[src/rtl/ticket_buyer_if.sv]
// Ticket buyer port bundle: request handshake, vendor drive/return lines and the result.
// slave = buyer side, master = requester/vendor side.
interface ticket_buyer_if #(
  parameter int ST_W  = 8,
  parameter int CNT_W = 8,
  parameter int TEN_W = 4,
  parameter int CHG_W = 8
);
  logic             req_valid;
  logic             req_ready;
  logic [ST_W-1:0]  req_src;
  logic [ST_W-1:0]  req_dest;
  logic [CNT_W-1:0] req_count;
  logic [TEN_W-1:0] req_tens;

  logic [ST_W-1:0]  src;
  logic [ST_W-1:0]  dest;
  logic [CNT_W-1:0] count;
  logic             ten_insert;
  logic             done;
  logic             ticket;
  logic             one_output;

  logic             rsp_valid;
  logic [CNT_W-1:0] rsp_tickets;
  logic [CHG_W-1:0] rsp_change;
  logic             rsp_ok;

  modport slave (
    input  req_valid, req_src, req_dest, req_count, req_tens, ticket, one_output,
    output req_ready, src, dest, count, ten_insert, done,
           rsp_valid, rsp_tickets, rsp_change, rsp_ok
  );

  modport master (
    output req_valid, req_src, req_dest, req_count, req_tens, ticket, one_output,
    input  req_ready, src, dest, count, ten_insert, done,
           rsp_valid, rsp_tickets, rsp_change, rsp_ok
  );
endinterface

[src/rtl/ticket_buyer.sv]
// Customer-side initiator for the ticket vendor: plays one purchase onto the vendor
// inputs, then counts returned ticket/change pulses until the line goes quiet.
module ticket_buyer #(
  parameter int ST_W     = 8,
  parameter int CNT_W    = 8,
  parameter int TEN_W    = 4,
  parameter int CHG_W    = 8,
  parameter int DONE_CYC = 2,
  parameter int IDLE_TO  = 16
) (
  input  logic           clk,
  input  logic           rst_n,
  ticket_buyer_if.slave  bus
);

  localparam int QW = $clog2(IDLE_TO + 1);
  localparam int DW = $clog2(DONE_CYC + 1);

  typedef enum logic [2:0] {
    S_IDLE, S_LOAD, S_INS_HI, S_INS_LO, S_DONE, S_COLLECT, S_RESP
  } state_e;

  state_e           state_q;
  logic             req_ready_q;
  logic [ST_W-1:0]  src_q, dest_q;
  logic [CNT_W-1:0] count_q;
  logic [TEN_W-1:0] tens_q;
  logic             ten_insert_q, done_q;
  logic [DW-1:0]    done_cnt_q;
  logic [QW-1:0]    quiet_q;
  logic             tick_prev_q, one_prev_q;
  logic [CNT_W-1:0] tick_cnt_q, tick_cnt_d;
  logic [CHG_W-1:0] chg_cnt_q, chg_cnt_d;
  logic             rsp_valid_q, rsp_ok_q;
  logic [CNT_W-1:0] rsp_tickets_q;
  logic [CHG_W-1:0] rsp_change_q;

  logic tick_edge, one_edge;
  assign tick_edge = bus.ticket & ~tick_prev_q;
  assign one_edge  = bus.one_output & ~one_prev_q;

  // Saturating pulse counters, live in every non-idle state.
  always_comb begin
    tick_cnt_d = tick_cnt_q;
    chg_cnt_d  = chg_cnt_q;
    if (state_q != S_IDLE) begin
      if (tick_edge && (tick_cnt_q != '1)) tick_cnt_d = tick_cnt_q + 1'b1;
      if (one_edge  && (chg_cnt_q  != '1)) chg_cnt_d  = chg_cnt_q + 1'b1;
    end
  end

  always_ff @(posedge clk or negedge rst_n) begin
    if (!rst_n) begin
      state_q       <= S_IDLE;
      req_ready_q   <= 1'b1;
      src_q         <= '0;
      dest_q        <= '0;
      count_q       <= '0;
      tens_q        <= '0;
      ten_insert_q  <= 1'b0;
      done_q        <= 1'b0;
      done_cnt_q    <= '0;
      quiet_q       <= '0;
      tick_prev_q   <= 1'b0;
      one_prev_q    <= 1'b0;
      tick_cnt_q    <= '0;
      chg_cnt_q     <= '0;
      rsp_valid_q   <= 1'b0;
      rsp_tickets_q <= '0;
      rsp_change_q  <= '0;
      rsp_ok_q      <= 1'b0;
    end else begin
      tick_prev_q <= bus.ticket;
      one_prev_q  <= bus.one_output;
      tick_cnt_q  <= tick_cnt_d;
      chg_cnt_q   <= chg_cnt_d;
      rsp_valid_q <= 1'b0;
      case (state_q)
        S_IDLE: begin
          if (bus.req_valid && req_ready_q) begin
            src_q       <= bus.req_src;
            dest_q      <= bus.req_dest;
            count_q     <= bus.req_count;
            tens_q      <= bus.req_tens;
            tick_cnt_q  <= '0;
            chg_cnt_q   <= '0;
            req_ready_q <= 1'b0;
            state_q     <= S_LOAD;
          end
        end
        S_LOAD: begin
          if (tens_q != '0) begin
            ten_insert_q <= 1'b1;
            state_q      <= S_INS_HI;
          end else begin
            done_q     <= 1'b1;
            done_cnt_q <= '0;
            state_q    <= S_DONE;
          end
        end
        S_INS_HI: begin
          ten_insert_q <= 1'b0;
          state_q      <= S_INS_LO;
        end
        S_INS_LO: begin
          tens_q <= tens_q - 1'b1;
          if (tens_q != TEN_W'(1)) begin
            ten_insert_q <= 1'b1;
            state_q      <= S_INS_HI;
          end else begin
            done_q     <= 1'b1;
            done_cnt_q <= '0;
            state_q    <= S_DONE;
          end
        end
        S_DONE: begin
          if (done_cnt_q == DW'(DONE_CYC - 1)) begin
            done_q  <= 1'b0;
            quiet_q <= '0;
            state_q <= S_COLLECT;
          end else begin
            done_cnt_q <= done_cnt_q + 1'b1;
          end
        end
        S_COLLECT: begin
          // Leaving one count early lands RESP exactly IDLE_TO quiet cycles in.
          if (tick_edge || one_edge) begin
            quiet_q <= '0;
          end else if (quiet_q == QW'(IDLE_TO - 1)) begin
            rsp_valid_q   <= 1'b1;
            rsp_tickets_q <= tick_cnt_q;
            rsp_change_q  <= chg_cnt_q;
            rsp_ok_q      <= (tick_cnt_q == count_q);
            state_q       <= S_RESP;
          end else begin
            quiet_q <= quiet_q + 1'b1;
          end
        end
        S_RESP: begin
          src_q       <= '0;
          dest_q      <= '0;
          count_q     <= '0;
          req_ready_q <= 1'b1;
          state_q     <= S_IDLE;
        end
        default: state_q <= S_IDLE;
      endcase
    end
  end

  assign bus.req_ready   = req_ready_q;
  assign bus.src         = src_q;
  assign bus.dest        = dest_q;
  assign bus.count       = count_q;
  assign bus.ten_insert  = ten_insert_q;
  assign bus.done        = done_q;
  assign bus.rsp_valid   = rsp_valid_q;
  assign bus.rsp_tickets = rsp_tickets_q;
  assign bus.rsp_change  = rsp_change_q;
  assign bus.rsp_ok      = rsp_ok_q;

endmodule

[src/flat_wrapper.sv]
// flat-port wrapper written by rule: the top's interface ports become plain ports
module ticket_buyer_flat 
#(
  parameter int ST_W     = 8,
  parameter int CNT_W    = 8,
  parameter int TEN_W    = 4,
  parameter int CHG_W    = 8,
  parameter int DONE_CYC = 2,
  parameter int IDLE_TO  = 16
)
  (clk, rst_n, bus_req_valid, bus_req_src, bus_req_dest, bus_req_count, bus_req_tens, bus_ticket, bus_one_output, bus_req_ready, bus_src, bus_dest, bus_count, bus_ten_insert, bus_done, bus_rsp_valid, bus_rsp_tickets, bus_rsp_change, bus_rsp_ok);
  ticket_buyer_if #(.ST_W(ST_W), .CNT_W(CNT_W), .TEN_W(TEN_W), .CHG_W(CHG_W)) bus_i ();
  input  logic clk;
  input  logic rst_n;
  input wire logic [$bits(bus_i.req_valid)-1:0] bus_req_valid;
  input wire logic [$bits(bus_i.req_src)-1:0] bus_req_src;
  input wire logic [$bits(bus_i.req_dest)-1:0] bus_req_dest;
  input wire logic [$bits(bus_i.req_count)-1:0] bus_req_count;
  input wire logic [$bits(bus_i.req_tens)-1:0] bus_req_tens;
  input wire logic [$bits(bus_i.ticket)-1:0] bus_ticket;
  input wire logic [$bits(bus_i.one_output)-1:0] bus_one_output;
  output wire logic [$bits(bus_i.req_ready)-1:0] bus_req_ready;
  output wire logic [$bits(bus_i.src)-1:0] bus_src;
  output wire logic [$bits(bus_i.dest)-1:0] bus_dest;
  output wire logic [$bits(bus_i.count)-1:0] bus_count;
  output wire logic [$bits(bus_i.ten_insert)-1:0] bus_ten_insert;
  output wire logic [$bits(bus_i.done)-1:0] bus_done;
  output wire logic [$bits(bus_i.rsp_valid)-1:0] bus_rsp_valid;
  output wire logic [$bits(bus_i.rsp_tickets)-1:0] bus_rsp_tickets;
  output wire logic [$bits(bus_i.rsp_change)-1:0] bus_rsp_change;
  output wire logic [$bits(bus_i.rsp_ok)-1:0] bus_rsp_ok;
  assign bus_i.req_valid = bus_req_valid;
  assign bus_i.req_src = bus_req_src;
  assign bus_i.req_dest = bus_req_dest;
  assign bus_i.req_count = bus_req_count;
  assign bus_i.req_tens = bus_req_tens;
  assign bus_i.ticket = bus_ticket;
  assign bus_i.one_output = bus_one_output;
  assign bus_req_ready = bus_i.req_ready;
  assign bus_src = bus_i.src;
  assign bus_dest = bus_i.dest;
  assign bus_count = bus_i.count;
  assign bus_ten_insert = bus_i.ten_insert;
  assign bus_done = bus_i.done;
  assign bus_rsp_valid = bus_i.rsp_valid;
  assign bus_rsp_tickets = bus_i.rsp_tickets;
  assign bus_rsp_change = bus_i.rsp_change;
  assign bus_rsp_ok = bus_i.rsp_ok;
  ticket_buyer #(.ST_W(ST_W), .CNT_W(CNT_W), .TEN_W(TEN_W), .CHG_W(CHG_W), .DONE_CYC(DONE_CYC), .IDLE_TO(IDLE_TO)) u_core (.clk(clk), .rst_n(rst_n), .bus(bus_i));
endmodule
[config.mk]
export PLATFORM = sky130hd
export DESIGN_NAME = ticket_buyer_flat
export DESIGN_NICKNAME = d
export VERILOG_FILES = /design/src/rtl/ticket_buyer_if.sv /design/src/rtl/ticket_buyer.sv /design/src/flat_wrapper.sv
export SDC_FILE = /design/constraint.sdc
export NUM_CORES = 1
export LEC_CHECK = 0
export BUFFER_PORTS_ARGS = -buffer_cell sky130_fd_sc_hd__buf_2
export CAP_MARGIN = 20
export CORE_MARGIN = 1
export CORE_UTILIZATION = 35
export DETAILED_ROUTE_END_ITERATION = 6
export PLACE_DENSITY_LB_ADDON = 0.2
export SYNTH_ARGS = -nofsm -noshare
export SYNTH_HDL_FRONTEND = slang
export SYNTH_SLANG_ARGS = --single-unit
export TNS_END_PERCENT = 30
[constraint.sdc]
create_clock -name clk -period 2.85 [get_ports clk]
set_input_delay 0.285 -clock clk [delete_from_list [all_inputs] [get_ports clk]]
set_output_delay 0.285 -clock clk [all_outputs]
set_load 0.005 [all_outputs]
* Yosys cells after proc, flatten, opt, wreduce, memory -nomap -nowiden
Index checks and enable logic that the tools add are counted.
** Storage, ports and cells
- Input bits :: 33
- Register bits after elaboration :: 77
- Output and inout bits :: 45
- Logic and storage cells :: 113
** Cells by class
- Add/subtract/negate cells :: 5
- Reduce and logical (&&, ||, !) cells :: 20
- Eq/ne operators :: 22
- Bitwise logic cells :: 5
- Multiplexer cells :: 43
** Operator list (count)
- $mux W8 :: 11
- $pmux W8 S2 :: 3
- $mux W3 :: 6
- $pmux W3 S6 :: 1
- $add A8 B1 Y8 const B :: 2
- $ne A8 B8 Y1 const B :: 2
- $mux W5 :: 3
- $reduce_and A4 Y1 :: 3
- $ne A2 B1 Y1 const B :: 5
- $pmux W5 S2 :: 1
- $eq A3 B3 Y1 const B :: 3
- $mux W1 :: 9
- $reduce_and A3 Y1 :: 3
- $reduce_bool A3 Y1 :: 3
- $eq A8 B8 Y1 :: 1
- $ne A2 B2 Y1 const B :: 4
- $pmux W4 S2 :: 1
- $eq A3 B2 Y1 const B :: 2
- $mux W2 :: 3
- $pmux W1 S3 :: 2
- $pmux W2 S3 :: 1
- $reduce_bool A2 Y1 :: 3
- $add A5 B1 Y5 const B :: 1
- $eq A5 B4 Y1 const B :: 1
- 15 further kinds :: 21

* Longest topological paths before layout
- Depth after elaboration :: 7
- Gate-level depth with buffers :: 8
- Mapped depth without buffers :: 7

* Worst setup path before layout
Ideal clock, no wire load.
- Path type :: reg-to-reg
- Start point :: register u_core.quiet_q[0]
- End point :: register u_core.rsp_change_q[0], in the netlist u_core.bus.rsp_change[0]
- Slack :: 1.044 ns
- Stages on the path, launching flop included :: 8
- Data required time :: 2.725 ns
- Data arrival time :: 1.682 ns
- Path buffers :: 1
- Cells stage by stage :: dfrtp_1 -> ha_1 -> and3_1 -> ha_1 -> nand2_1 -> nor4_1 -> buf_2 -> mux2_2
** Between the ends
- Cells in the longest elaborated chain, start to end :: 2
** RTL lines
- start, declared :: RTL line ticket_buyer.sv:30 : logic [QW-1:0] quiet_q;
- start signal, assigned :: RTL line ticket_buyer.sv:136 : quiet_q <= quiet_q + 1'b1;
- $eq A5 B4 Y1 :: RTL line ticket_buyer.sv:129 : end else if (quiet_q == QW'(IDLE_TO - 1)) begin
- $reduce_and A3 Y1 (no source line)
- end signal, assigned :: RTL line ticket_buyer.sv:132 : rsp_change_q <= chg_cnt_q;
- end, declared :: RTL line ticket_buyer.sv:36 : logic [CHG_W-1:0] rsp_change_q;
No other way between the ends.
A chain may end at the register's enable or synchronous reset.

* Worst setup path after layout
- Start point :: register u_core.state_q[0]
- End point :: register u_core.chg_cnt_q[6]
** Between the ends
- Cells in the longest elaborated chain, start to end :: 4
** RTL lines
- start, declared :: RTL line ticket_buyer.sv:23 : state_e state_q;
- start signal, assigned :: RTL line ticket_buyer.sv:54 : state_q <= S_IDLE;
- start signal, assigned :: RTL line ticket_buyer.sv:88 : state_q <= S_LOAD;
- start signal, assigned :: RTL line ticket_buyer.sv:94 : state_q <= S_INS_HI;
- $reduce_bool A3 Y1 :: RTL line ticket_buyer.sv:46 : if (state_q != S_IDLE) begin
- $mux W8 :: RTL line ticket_buyer.sv:46
- $mux W8 :: RTL line ticket_buyer.sv:80 : if (bus.req_valid && req_ready_q) begin
- $mux W8 * :: RTL line ticket_buyer.sv:78 : case (state_q)
- end signal, assigned :: RTL line ticket_buyer.sv:76 : chg_cnt_q <= chg_cnt_d;
- end, declared :: RTL line ticket_buyer.sv:33 : logic [CHG_W-1:0] chg_cnt_q, chg_cnt_d;
Mark *: on every way between the ends. The rest lies on a longest branch, timed or not.

==> qor.txt <==
Fillers = 952
Pre-antenna DRT Iters = 4
Top Layer Used = met4
Required @ worst endpoint = 3.07 ns
WP buf/inv = 0
status = completed
# clock sinks = 77
cts hold-fix bufs = 0
DR WL met3 = 409 um
Max FO, Critical Path = 19
CP top delay family = simple AND/OR/NAND/NOR gates
vias in the first global route = 2544
measured slew at the worst slew-check pin = 0.7708 ns
setup bufs post-CTS = 0
critical path launch point type = flop
mapped cell area = 3493 um2
CP Capture Type = flop
Initial Utilization = 35.91%
DRT iter0 DRCs = 59
final setup fails = 0
Seq/Total Area, Yosys = 55.19%
Synth Register Bits = 77
sum of negative setup slack = 0 ns
FMAX = 481.2 MHz
DIE AREA = 10380 um2
Post-synth EDFFs = 0
Main synth FF type = dfrtp_1
final WL = 7.414 mm
min Tclk post-route = 2.078 ns
placed cells = 506
final core occ = 44.16%
crit-path cells = nor3_1, nand3_1, o311ai_0, o41ai_1
first-pass GRT wire length = 12.65 mm
DIE HEIGHT = 101.9 um
Num CTS Buffers = 9
Longest Clk Path Bufs = 2
CTS tree = done
Vias = 2640
Overflow after GRT = 0
Final Hold Vio Count = 0
CTS H-tree lvls = 3
maximum VDD drop = 0.2382 mV
core box area = 9729 um2
Port Buffers = 77
wire per inst = 14.18 um
Ports = 78
pre-CTS setup slack = 0.7414 ns
via/cell ratio = 5.048
syn_area_per_cell = 11.27 um2
top cells by count, synth = dfrtp_1 (76), a22o_1 (26), nand2_1 (22)
Final Cycle Share = 72.92%
CTS Root Buffer Type = clkbuf_8
synth top area cells = dfrtp_1 (54%), a22o_1 (6.5%), mux2_2 (5.5%)
crit path kind = flop to flop
Diodes inserted = 0
final worst-path setup slack = 0.7718 ns
DRC = 0
Async SR Flop Fraction = 100.0%
Max Cap Viol = 0
Final Non-Filler Cells = 523
later-pin clock latency in the skew report = 0.35 ns
max-slew violations = 0
Detailed Place HPWL = 5.076 mm
Cells after Synth = 310
max_slew headroom = 48.61%
share of cells above drive strength 1 = 30.26%
Die Width = 101.9 um
skew final = 0.009820 ns
static leakage = 2.180 nW
top-count cell post-synth = dfrtp_1
syn nets = 351
DRT met1 WL = 3.766 mm
initial antenna violation count = 0
met2 routed WL = 3.122 mm
Reg clk slew, reported paths = 0.08 ns
area leader, netlist = dfrtp_1
Row Count = 36
worst hold path type = input pin to flop
CTS resizes = 0
largest net degree at the start of global routing = 78
Slowest-stage cell, CP = dfrtp_1
placed inst area = 3999 um2
Synth Warn # = 0
share of the synthesized area in the top cell type = 54.44%
Final GP Congestion = 0.7497
Final Cell Area = 4297 um2
post-detailed-route count of antenna-violating nets = 0
GRT Resource Usage Total = 15.85%
distinct cell type count after synthesis = 49
Area growth, synth to finish = 22.99%
WP data arrival = 2.29 ns
Nets = 427
PwrDens = 599.4 nW/um2
max incr delay on CP = 0.60 ns
RSZ-0062 raised after global routing = false
-- placed cells by master (no fill, tap or decap), drive strengths merged, types with 2 or more instances in the layout --
cell / n
and3: 3
o31ai: 3
dfrtp: 76
o311ai: 2
a21oi: 14
mux2: 17
nand3: 12
bufinv: 4
o22ai: 5
mux2i: 6
nor3: 4
nor4: 5
clkbuf: 9
nand4: 4
ha: 8
or3: 7
or4: 2
buf: 81
o211ai: 3
o21ai: 14
nor2: 12
nand2: 22
a22o: 26
a21o: 2
o211a: 2
xor2: 8
inv: 13
nand2b: 4
nor2b: 2
-- kinds of logic (layout without fill, tap and decap cells) --
| logic type | after synthesis | after routing | synth area share, % |
|---|---|---|---|
| buffers and inverters | 30 | 110 | 3.761 |
| AO/OA/AOI/OAI | 80 | 80 | 16.37 |
| adder cells (fa/ha/maj) | 8 | 8 | 2.865 |
| flip-flops | 77 | 77 | 55.19 |
| XOR/XNOR | 9 | 9 | 2.257 |
| multiplexers | 23 | 23 | 7.199 |
| AND/OR/NAND/NOR | 83 | 83 | 12.36 |
-- layer usage --
metal,vias up,track usage (%)
met4,0,5.934
met3,11,4.378
met2,76,22.92
met1,1256,22.63
li1,1297,-
met5,-,0
-- state kept, by name, summed over array words and instances (netlist names) --
register                cells
u_core.bus.count            8
u_core.bus.ten_insert       1
u_core.one_prev_q           1
u_core.bus.rsp_change       8
u_core.bus.dest             8
u_core.tens_q               4
u_core.quiet_q              5
u_core.bus.rsp_tickets      8
u_core.tick_prev_q          1
u_core.bus.req_ready        1
u_core.bus.src              8
u_core.bus.done             1
u_core.tick_cnt_q           8
u_core.chg_cnt_q            8
u_core.bus.rsp_ok           1
u_core.state_q              3
u_core.bus.rsp_valid        1
u_core.done_cnt_q           2
-- report_power, final --
group          total [mW]  switching, mW  internal, mW
combinational       0.219          0.114         0.105
clock                1.07          0.407         0.667
sequential           1.28          0.120          1.16
-- final timing paths --
kind	startpoint	end	slack (ns)	cells after the start
setup / recovery	u_core.state_q[0]	u_core.chg_cnt_q[6]	0.77	4
hold / removal	bus_one_output	u_core.one_prev_q	0.05	1
setup reg to reg	u_core.state_q[0]	u_core.chg_cnt_q[6]	0.77	4
hold reg to reg	u_core.bus.src[6]	u_core.bus.src[6]	0.50	1
max in group asynchronous	rst_n	u_core.bus.req_ready	1.82	3
min in group asynchronous	rst_n	u_core.quiet_q[4]	0.42	2
-- metrics by stage --
step | hold WS, ns | total power [mW]
finish | 0.05309 | 2.575
global route | 0.03143 | 2.718
CTS | 0.04111 | 2.598
detailed placement | 0.4064 | 1.516
global placement | 0.4052 | 1.512
floorplan | -0.01059 | 1.419
-- layout make-up --
class | instances | area, um2 | share of cell area [%]
multi-input combinational | 203 | 1443 | 33.58
tap | 133 | 166.4 | 3.873
sequential | 77 | 1928 | 44.87
clock inverter | 6 | 136.4 | 3.174
timing repair buffer | 82 | 447.9 | 10.43
inverter | 13 | 51.30 | 1.194
clock buffer | 9 | 123.9 | 2.883
No activity file was read; power rests on OpenSTA's default activity.
